==> src/rtl/console_pkg.sv <==
// Shared definitions for the text console sequencer: default geometry,
// fill character, control codes, state encodings and the cell-address helper.
package console_pkg;

   localparam int         COLS_DEF  = 80;
   localparam int         ROWS_DEF  = 30;
   localparam logic [7:0] ATTR_DEF  = 8'h00;
   localparam logic [7:0] BLANK_DEF = 8'h20;

   localparam logic [7:0] CH_BS = 8'h08;
   localparam logic [7:0] CH_LF = 8'h0A;
   localparam logic [7:0] CH_FF = 8'h0C;
   localparam logic [7:0] CH_CR = 8'h0D;

   typedef enum logic [2:0] {
      S_IDLE,
      S_WRITE,
      S_SCR_RD,
      S_SCR_WR,
      S_SCR_FILL,
      S_CLEAR
   } con_state_t;

   typedef enum logic [1:0] {
      X_IDLE,
      X_REQ,
      X_GAP
   } xfer_state_t;

   // Linear cell index row*cols+col, 12-bit unsigned (max 2399 for 80x30).
   function automatic logic [11:0] cell_addr(input logic [4:0] row,
                                             input logic [6:0] col,
                                             input int cols);
      return 12'(row) * 12'(cols) + 12'(col);
   endfunction

endpackage

==> src/rtl/console_bus_xfer.sv <==
// Single-transaction bus master for the video card slave port.
//   clk, reset      : clock, async active-high reset
//   start           : launch one transaction (accepted only when idle)
//   we, addr, wdata : transaction attributes, captured on start
//   done            : one-cycle pulse once ACK has gone low again
//   rdata           : DAT_I[15:0] captured in the cycle ACK=1 is sampled
//   STB/WE/ADDR/DAT_O/DAT_I/ACK : card bus
// FSM states:
//   X_IDLE | no transaction, waiting for start
//   X_REQ  | STB high, waiting for ACK=1
//   X_GAP  | STB dropped, waiting for the lagging ACK to return low
module console_bus_xfer
   import console_pkg::*;
(
   input  logic        clk,
   input  logic        reset,
   input  logic        start,
   input  logic        we,
   input  logic [11:0] addr,
   input  logic [15:0] wdata,
   output logic        done,
   output logic [15:0] rdata,
   output logic        STB,
   output logic        WE,
   output logic [31:0] ADDR,
   output logic [31:0] DAT_O,
   input  logic [31:0] DAT_I,
   input  logic        ACK
);

   xfer_state_t xst_q, xst_d;
   logic        stb_q, stb_d;
   logic        we_q, we_d;
   logic [11:0] addr_q, addr_d;
   logic [15:0] wdata_q, wdata_d;
   logic [15:0] rdata_q, rdata_d;
   logic        dat_i_unused;

   // The card only drives the low half-word.
   assign dat_i_unused = ^DAT_I[31:16];

   always_ff @(posedge clk or posedge reset) begin
      if (reset) begin
         xst_q   <= X_IDLE;
         stb_q   <= 1'b0;
         we_q    <= 1'b0;
         addr_q  <= '0;
         wdata_q <= '0;
         rdata_q <= '0;
      end else begin
         xst_q   <= xst_d;
         stb_q   <= stb_d;
         we_q    <= we_d;
         addr_q  <= addr_d;
         wdata_q <= wdata_d;
         rdata_q <= rdata_d;
      end
   end

   always_comb begin
      xst_d   = xst_q;
      stb_d   = stb_q;
      we_d    = we_q;
      addr_d  = addr_q;
      wdata_d = wdata_q;
      rdata_d = rdata_q;
      case (xst_q)
         X_IDLE: begin
            if (start) begin
               stb_d   = 1'b1;
               we_d    = we;
               addr_d  = addr;
               wdata_d = wdata;
               xst_d   = X_REQ;
            end
         end
         X_REQ: begin
            if (ACK) begin
               stb_d = 1'b0;
               we_d  = 1'b0;
               if (!we_q) begin
                  rdata_d = DAT_I[15:0];
               end
               xst_d = X_GAP;
            end
         end
         X_GAP: begin
            if (!ACK) begin
               xst_d = X_IDLE;
            end
         end
         default: xst_d = X_IDLE;
      endcase
   end

   always_comb begin
      STB   = stb_q;
      WE    = we_q;
      ADDR  = {20'b0, addr_q};
      DAT_O = {16'b0, wdata_q};
      rdata = rdata_q;
      done  = (xst_q == X_GAP) && !ACK;
   end

endmodule

==> src/rtl/text_console_ctrl.sv <==
// Terminal-style sequencer for the 80x30 text-mode card. Consumes bytes over
// ch_valid/ch_ready, keeps the cursor, and drives writes/scroll/clear into the
// card's character memory through console_bus_xfer.
//   clk, reset         : clock, async active-high reset
//   ch_valid/ch_data   : byte input; ch_ready high only in IDLE
//   STB/WE/ADDR/DAT_O  : card bus outputs; DAT_I/ACK card bus inputs
//   cur_col/cur_row    : cursor, updated only when a sequence completes
//   busy               : ~ch_ready
// state      | meaning
// S_IDLE     | accept and decode one byte
// S_WRITE    | write char_q at idx_q (printable or backspace erase)
// S_SCR_RD   | scroll: read cell idx_q
// S_SCR_WR   | scroll: write the read word to idx_q-COLS
// S_SCR_FILL | scroll: blank the last row, cell idx_q
// S_CLEAR    | clear screen, cell idx_q
module text_console_ctrl
   import console_pkg::*;
#(
   parameter int         COLS  = COLS_DEF,
   parameter int         ROWS  = ROWS_DEF,
   parameter logic [7:0] ATTR  = ATTR_DEF,
   parameter logic [7:0] BLANK = BLANK_DEF
) (
   input  logic        clk,
   input  logic        reset,
   input  logic        ch_valid,
   input  logic [7:0]  ch_data,
   output logic        ch_ready,
   output logic        STB,
   output logic        WE,
   output logic [31:0] ADDR,
   output logic [31:0] DAT_O,
   input  logic [31:0] DAT_I,
   input  logic        ACK,
   output logic [6:0]  cur_col,
   output logic [4:0]  cur_row,
   output logic        busy
);

   localparam logic [6:0]  LAST_COL      = 7'(COLS - 1);
   localparam logic [4:0]  LAST_ROW      = 5'(ROWS - 1);
   localparam logic [11:0] ROW1_BASE     = 12'(COLS);
   localparam logic [11:0] LAST_ROW_BASE = 12'((ROWS - 1) * COLS);
   localparam logic [11:0] LAST_CELL     = 12'(COLS * ROWS - 1);

   con_state_t  state_q, state_d;
   logic [6:0]  col_q, col_d;
   logic [4:0]  row_q, row_d;
   logic [11:0] idx_q, idx_d;
   logic [7:0]  char_q, char_d;
   logic        bs_q, bs_d;
   logic        issued_q, issued_d;

   logic        xfer_start;
   logic        xfer_we;
   logic [11:0] xfer_addr;
   logic [15:0] xfer_wdata;
   logic        xfer_done;
   logic [15:0] xfer_rdata;

   console_bus_xfer u_xfer (
      .clk   (clk),
      .reset (reset),
      .start (xfer_start),
      .we    (xfer_we),
      .addr  (xfer_addr),
      .wdata (xfer_wdata),
      .done  (xfer_done),
      .rdata (xfer_rdata),
      .STB   (STB),
      .WE    (WE),
      .ADDR  (ADDR),
      .DAT_O (DAT_O),
      .DAT_I (DAT_I),
      .ACK   (ACK)
   );

   always_ff @(posedge clk or posedge reset) begin
      if (reset) begin
         state_q  <= S_IDLE;
         col_q    <= '0;
         row_q    <= '0;
         idx_q    <= '0;
         char_q   <= '0;
         bs_q     <= 1'b0;
         issued_q <= 1'b0;
      end else begin
         state_q  <= state_d;
         col_q    <= col_d;
         row_q    <= row_d;
         idx_q    <= idx_d;
         char_q   <= char_d;
         bs_q     <= bs_d;
         issued_q <= issued_d;
      end
   end

   always_comb begin
      state_d  = state_q;
      col_d    = col_q;
      row_d    = row_q;
      idx_d    = idx_q;
      char_d   = char_q;
      bs_d     = bs_q;
      // One transaction per visit of a bus state; re-armed when it completes.
      issued_d = issued_q;
      if (xfer_start) issued_d = 1'b1;
      if (xfer_done)  issued_d = 1'b0;
      case (state_q)
         S_IDLE: begin
            if (ch_valid) begin
               if (ch_data >= 8'h20 && ch_data <= 8'h7E) begin
                  idx_d   = cell_addr(row_q, col_q, COLS);
                  char_d  = ch_data;
                  bs_d    = 1'b0;
                  state_d = S_WRITE;
               end else if (ch_data == CH_LF) begin
                  if (row_q == LAST_ROW) begin
                     idx_d   = ROW1_BASE;
                     state_d = S_SCR_RD;
                  end else begin
                     col_d = '0;
                     row_d = row_q + 5'd1;
                  end
               end else if (ch_data == CH_CR) begin
                  col_d = '0;
               end else if (ch_data == CH_BS && col_q != '0) begin
                  idx_d   = cell_addr(row_q, col_q - 7'd1, COLS);
                  char_d  = BLANK;
                  bs_d    = 1'b1;
                  state_d = S_WRITE;
               end else if (ch_data == CH_FF) begin
                  idx_d   = '0;
                  state_d = S_CLEAR;
               end
            end
         end
         S_WRITE: begin
            if (xfer_done) begin
               state_d = S_IDLE;
               if (bs_q) begin
                  col_d = col_q - 7'd1;
               end else if (col_q != LAST_COL) begin
                  col_d = col_q + 7'd1;
               end else if (row_q != LAST_ROW) begin
                  col_d = '0;
                  row_d = row_q + 5'd1;
               end else begin
                  // Wrap on the bottom row: cursor stays put until the scroll ends.
                  idx_d   = ROW1_BASE;
                  state_d = S_SCR_RD;
               end
            end
         end
         S_SCR_RD: begin
            if (xfer_done) state_d = S_SCR_WR;
         end
         S_SCR_WR: begin
            if (xfer_done) begin
               if (idx_q == LAST_CELL) begin
                  idx_d   = LAST_ROW_BASE;
                  state_d = S_SCR_FILL;
               end else begin
                  idx_d   = idx_q + 12'd1;
                  state_d = S_SCR_RD;
               end
            end
         end
         S_SCR_FILL: begin
            if (xfer_done) begin
               if (idx_q == LAST_CELL) begin
                  col_d   = '0;
                  row_d   = LAST_ROW;
                  state_d = S_IDLE;
               end else begin
                  idx_d = idx_q + 12'd1;
               end
            end
         end
         S_CLEAR: begin
            if (xfer_done) begin
               if (idx_q == LAST_CELL) begin
                  col_d   = '0;
                  row_d   = '0;
                  state_d = S_IDLE;
               end else begin
                  idx_d = idx_q + 12'd1;
               end
            end
         end
         default: state_d = S_IDLE;
      endcase
   end

   always_comb begin
      ch_ready   = (state_q == S_IDLE);
      busy       = (state_q != S_IDLE);
      xfer_start = (state_q != S_IDLE) && !issued_q;
      xfer_we    = (state_q != S_SCR_RD);
      xfer_addr  = (state_q == S_SCR_WR) ? (idx_q - ROW1_BASE) : idx_q;
      case (state_q)
         S_WRITE:  xfer_wdata = {ATTR, char_q};
         S_SCR_WR: xfer_wdata = xfer_rdata;
         default:  xfer_wdata = {ATTR, BLANK};
      endcase
      cur_col = col_q;
      cur_row = row_q;
   end

endmodule
==> config.mk <==
export PLATFORM = sky130hd
export DESIGN_NAME = text_console_ctrl
export DESIGN_NICKNAME = d
export VERILOG_FILES = /design/src/rtl/console_pkg.sv /design/src/rtl/console_bus_xfer.sv /design/src/rtl/text_console_ctrl.sv
export SDC_FILE = /design/constraint.sdc
export NUM_CORES = 1
export LEC_CHECK = 0
export CAP_MARGIN = 5
export CORE_ASPECT_RATIO = 0.8
export CORE_MARGIN = 3
export CORE_UTILIZATION = 51
export DETAILED_ROUTE_END_ITERATION = 8
export PLACE_DENSITY = 0.89
export SLEW_MARGIN = 20
export SYNTH_ARGS = -nofsm -noshare
export SYNTH_HDL_FRONTEND = slang
export SYNTH_SLANG_ARGS = --single-unit
==> constraint.sdc <==
create_clock -name clk -period 2.9 [get_ports clk]
set_input_delay 0.29 -clock clk [delete_from_list [all_inputs] [get_ports clk]]
set_output_delay 0.29 -clock clk [all_outputs]
set_load 0.005 [all_outputs]
==> impl_metrics.py, run 1 <==
metrics = {
    "status": {
        "status": "completed",
    },
    "logic_synthesis": {
        "synthArstFlopShare_pct": 100.0,
        "netlist.area_leader.share_pct": 38.87,
        "synth_top_cell_by_area": "dfrtp_1",
        "yosysUniqueCellTypes": 71,
        "avgSynthCellArea_sq_um": 8.970,
        "synth_edf_count": 0,
        "netlist_area_sq_um": 5471,
        "synth.most_common_cell": "dfrtp_1",
        "ys_seq_elements": 85,
        "ys.flop_type": "dfrtp_1",
        "ys_seq_area_share_pct": 38.87,
        "synthCells": 610,
        "synthTopCellsByCount": "85 x dfrtp_1, 74 x nand2_1, 53 x o21ai_0, 38 x buf_4, 33 x a21oi_1",
        "synthTopCellsByArea": "dfrtp_1 39%, buf_4 5.2%, nand2_1 5.1%",
        "ys_warn_count": 0,
    },
    "critical_path": {
        "cp_data_required_time_ns": 3.17,
        "path_class": "flip-flop to flip-flop",
        "worstSetupEndpointType": "flip-flop",
        "startpoint_type": "flip-flop",
        "crit_path_max_fanout": 2,
        "rr_startpoint": "cur_col[1]",
        "ff2ff_setup_slack_ns": 0.19,
        "crit_arrival_ns": 2.98,
        "crit_path_start": "cur_col[1]",
    },
    "cells_and_area": {
        "antennaDiodeCount": 0,
        "syn2layout_area_growth_pct": 21.72,
        "instances_no_fill": 837,
        "nNetsFinal": 760,
        "drive_above_1_share_pct": 13.20,
        "final_area_sq_um": 6660,
        "fill_cells": 814,
    },
    "pwr": {
        "clkPwrFrac_pct": 25.2,
        "cellLeakagePower_nw": 2.943,
        "seqPwrFrac_pct": 40.6,
        "switchingPower_w": 0.001546,
        "p_int_w": 0.002962,
        "p_per_area_nw_per_um2": 676.9,
        "peakVddDrop_v": 0.0002965,
        "swShare_pct": 34.29,
        "comb_power_share_pct": 34.2,
    },
    "place": {
        "dp.final_hpwl_microns": 10780,
        "post_dp_cell_area_sq_um": 6339,
        "gp_congestion": 0.9722,
        "io_buffer_count": 71,
        "dp.cells": 821,
        "dp_slack_ns": 0.1246,
    },
    "clock_network": {
        "clk_pin_slew_ns": 0.07,
        "cts_buffer_depth": 2,
        "cts_root_buf": "clkbuf_16",
        "cts_buffers": 9,
        "cts_hold_buf": 0,
        "cts_tree": "done",
        "cts.sinks": 85,
        "worstSkewPairLatency_ns": 0.35,
        "ctsHtreeMaxLevel": 3,
    },
    "route": {
        "route.met3.wl_microns": 1010,
        "drc_errors": 0,
        "post_drt_wl_per_cell_microns": 17.48,
        "met2_wirelength_microns": 6946,
        "num_vias": 4914,
        "first_pass_iters": 5,
        "routedLengthMet1_microns": 6378,
        "routed_wl_microns": 14630,
        "avgViaCountPerCell": 5.871,
        "postRouteAntennaNets": 0,
        "top_layer": "met4",
        "dr.first_iter.drc_count": 400,
    },
    "sta": {
        "relSlewSlack_pct": 52.61,
        "timing_max_transition_violations_final": 0,
        "finClkSkew_ns": 0.01084,
        "rsz0062_at_grt": "false",
        "final.min_clock_period_ns": 2.708,
        "timing.final.crit_share_pct": 93.39,
        "holdWs_ns": 0.1144,
        "final_hold_viol_count": 0,
        "finalWorstSetupSlack_ns": 0.1917,
        "fin_setup_tns_ns": 0,
        "fmax_mhz": 369.2,
        "tightest_slew_ns": 0.7091,
        "setup_viol": 0,
    },
    "floorplanning": {
        "die_h_microns": 98.64,
        "core_sq_um": 10360,
        "die-area_sq_um": 12010,
        "rows": 33,
        "ios": 124,
        "die_x_microns": 121.8,
        "start_util_pct": 52.79,
    },
    "global_routing": {
        "grt_max_degree": 43,
        "grt_pass1_vias": 4795,
        "grt_pass1_wl_microns": 24150,
        "track_usage_pct": 25.12,
        "grt_remaining_overflow": 0,
        "antenna_found_initial": 0,
    },
    "worst_hold_path": {
        "hp-class": "input port to async pin",
    },
    "job": {
        "max_cap_viol_count": 0,
    },
}
-- cell families after synthesis --
kind of cell    count (synthesis)  share of synthesized area, %
fa+ha+maj                      24                         5.900
mux                            27                         5.465
flops                          85                         38.87
xor+xnor                       17                         2.721
other cells                     1                       0.06854
simple gates                  192                         17.86
compound gates                175                         19.92
buf+inv                        89                         9.193
-- through the flow --
stage | util, % | power [W]
after floorplan | - | 0.002695
after global placement | 61.16 | 0.003282
after detailed placement | 61.16 | 0.003376
after CTS | 64.00 | 0.004520
after global routing | 64.26 | 0.004804
final | 64.26 | 0.004508
-- cell type report --
class                      instances  area [sq um]  area share (%)
clock inverter                     7         68.82           1.033
tap                              140         175.2           2.630
clock buffer                       9         225.2           3.382
inverter                          19         72.57           1.090
sequential                        85          2127           31.94
multi-input combinational        471          3005           45.12
timing repair buffer             106         985.9           14.80
-- cells in the final DEF (no fill, tap or decap), drive strengths merged, types with 4 or more instances in the layout --
master,netlist,final
clkbuf,20,9
nor2,32,32
nand2b,8,8
a21oi,33,33
nor2b,7,7
nand4,7,7
conb,1,36
a22oi,7,7
buf,50,35
dfrtp,85,85
a211oi,4,4
inv,19,21
nand3b,5,5
xnor2,11,11
mux2i,4,4
and3,5,5
ha,21,21
clkdlybuf4s50,0,71
o22ai,5,5
a21o,12,12
or3,4,4
o21ai,74,74
mux2,23,23
a31oi,4,4
and2,4,4
nand3,14,14
nor3,14,14
o31ai,4,4
xor2,6,6
nand2,74,74
-- repair_timing --
action                     in CTS  in global routing
gates resized for setup         0                  4
setup endpoints to repair       0                  2
setup buffers                   0                  0
-- layer usage --
| metal | vias up | GRT usage, % |
|---|---|---|
| met5 | - | 0 |
| met2 | 213 | 39.60 |
| met3 | 33 | 4.877 |
| li1 | 2292 | - |
| met1 | 2376 | 35.02 |
| met4 | 0 | 8.183 |
-- power by group through the flow --
stage / sequential [W] / clock, W / combinational [W]
6_report: 0.00183 / 0.00114 / 0.00154
5_1_grt: 0.00187 / 0.00121 / 0.00172
4_1_cts: 0.00183 / 0.00115 / 0.00155
3_5_place_dp: 0.00184 / 0 / 0.00153
3_3_place_gp: 0.00181 / 0 / 0.00147
2_1_floorplan: 0.00177 / 0 / 0.000925
-- critical path, stage by stage (launching register included) --
cell,delay [ns]
dfrtp_1,0.39
inv_1,0.08
ha_1,0.18
nand2_1,0.09
xnor2_2,0.20
ha_1,0.21
inv_1,0.06
fa_1,0.40
nor2b_1,0.19
o2111ai_1,0.15
o22ai_2,0.21
nor4b_2,0.23
a311oi_1,0.09
o21ai_1,0.15
-- state kept, by name, indices dropped and copies added, names as in the netlist --
signal          flops
bs_q                1
u_xfer.addr_q      12
issued_q            1
cur_row             5
state_q             3
char_q              8
idx_q              12
u_xfer.WE           1
u_xfer.wdata_q     16
u_xfer.xst_q        2
u_xfer.STB          1
cur_col             7
u_xfer.rdata       16
-- worst paths after layout --
check | end | depth (start not counted)
max | idx_q[10] | 13
max reg2reg | idx_q[10] | 13
max in group asynchronous | u_xfer.addr_q[1] | 3
min | u_xfer.wdata_q[13] | 2
min reg2reg | u_xfer.wdata_q[10] | 2
min in group clk | u_xfer.wdata_q[10] | 2
Note: power is estimated with default switching activity, not from simulation.
==> run 2: changes to the inputs <==
--- a/config.mk
+++ b/config.mk
@@ -11,7 +11,6 @@
 export CORE_UTILIZATION = 51
 export DETAILED_ROUTE_END_ITERATION = 8
 export PLACE_DENSITY = 0.89
-export SLEW_MARGIN = 20
 export SYNTH_ARGS = -nofsm -noshare
 export SYNTH_HDL_FRONTEND = slang
 export SYNTH_SLANG_ARGS = --single-unit
==> results of run 2 <==
No change in the layout: final DEF, timing and power equal those of run 1.
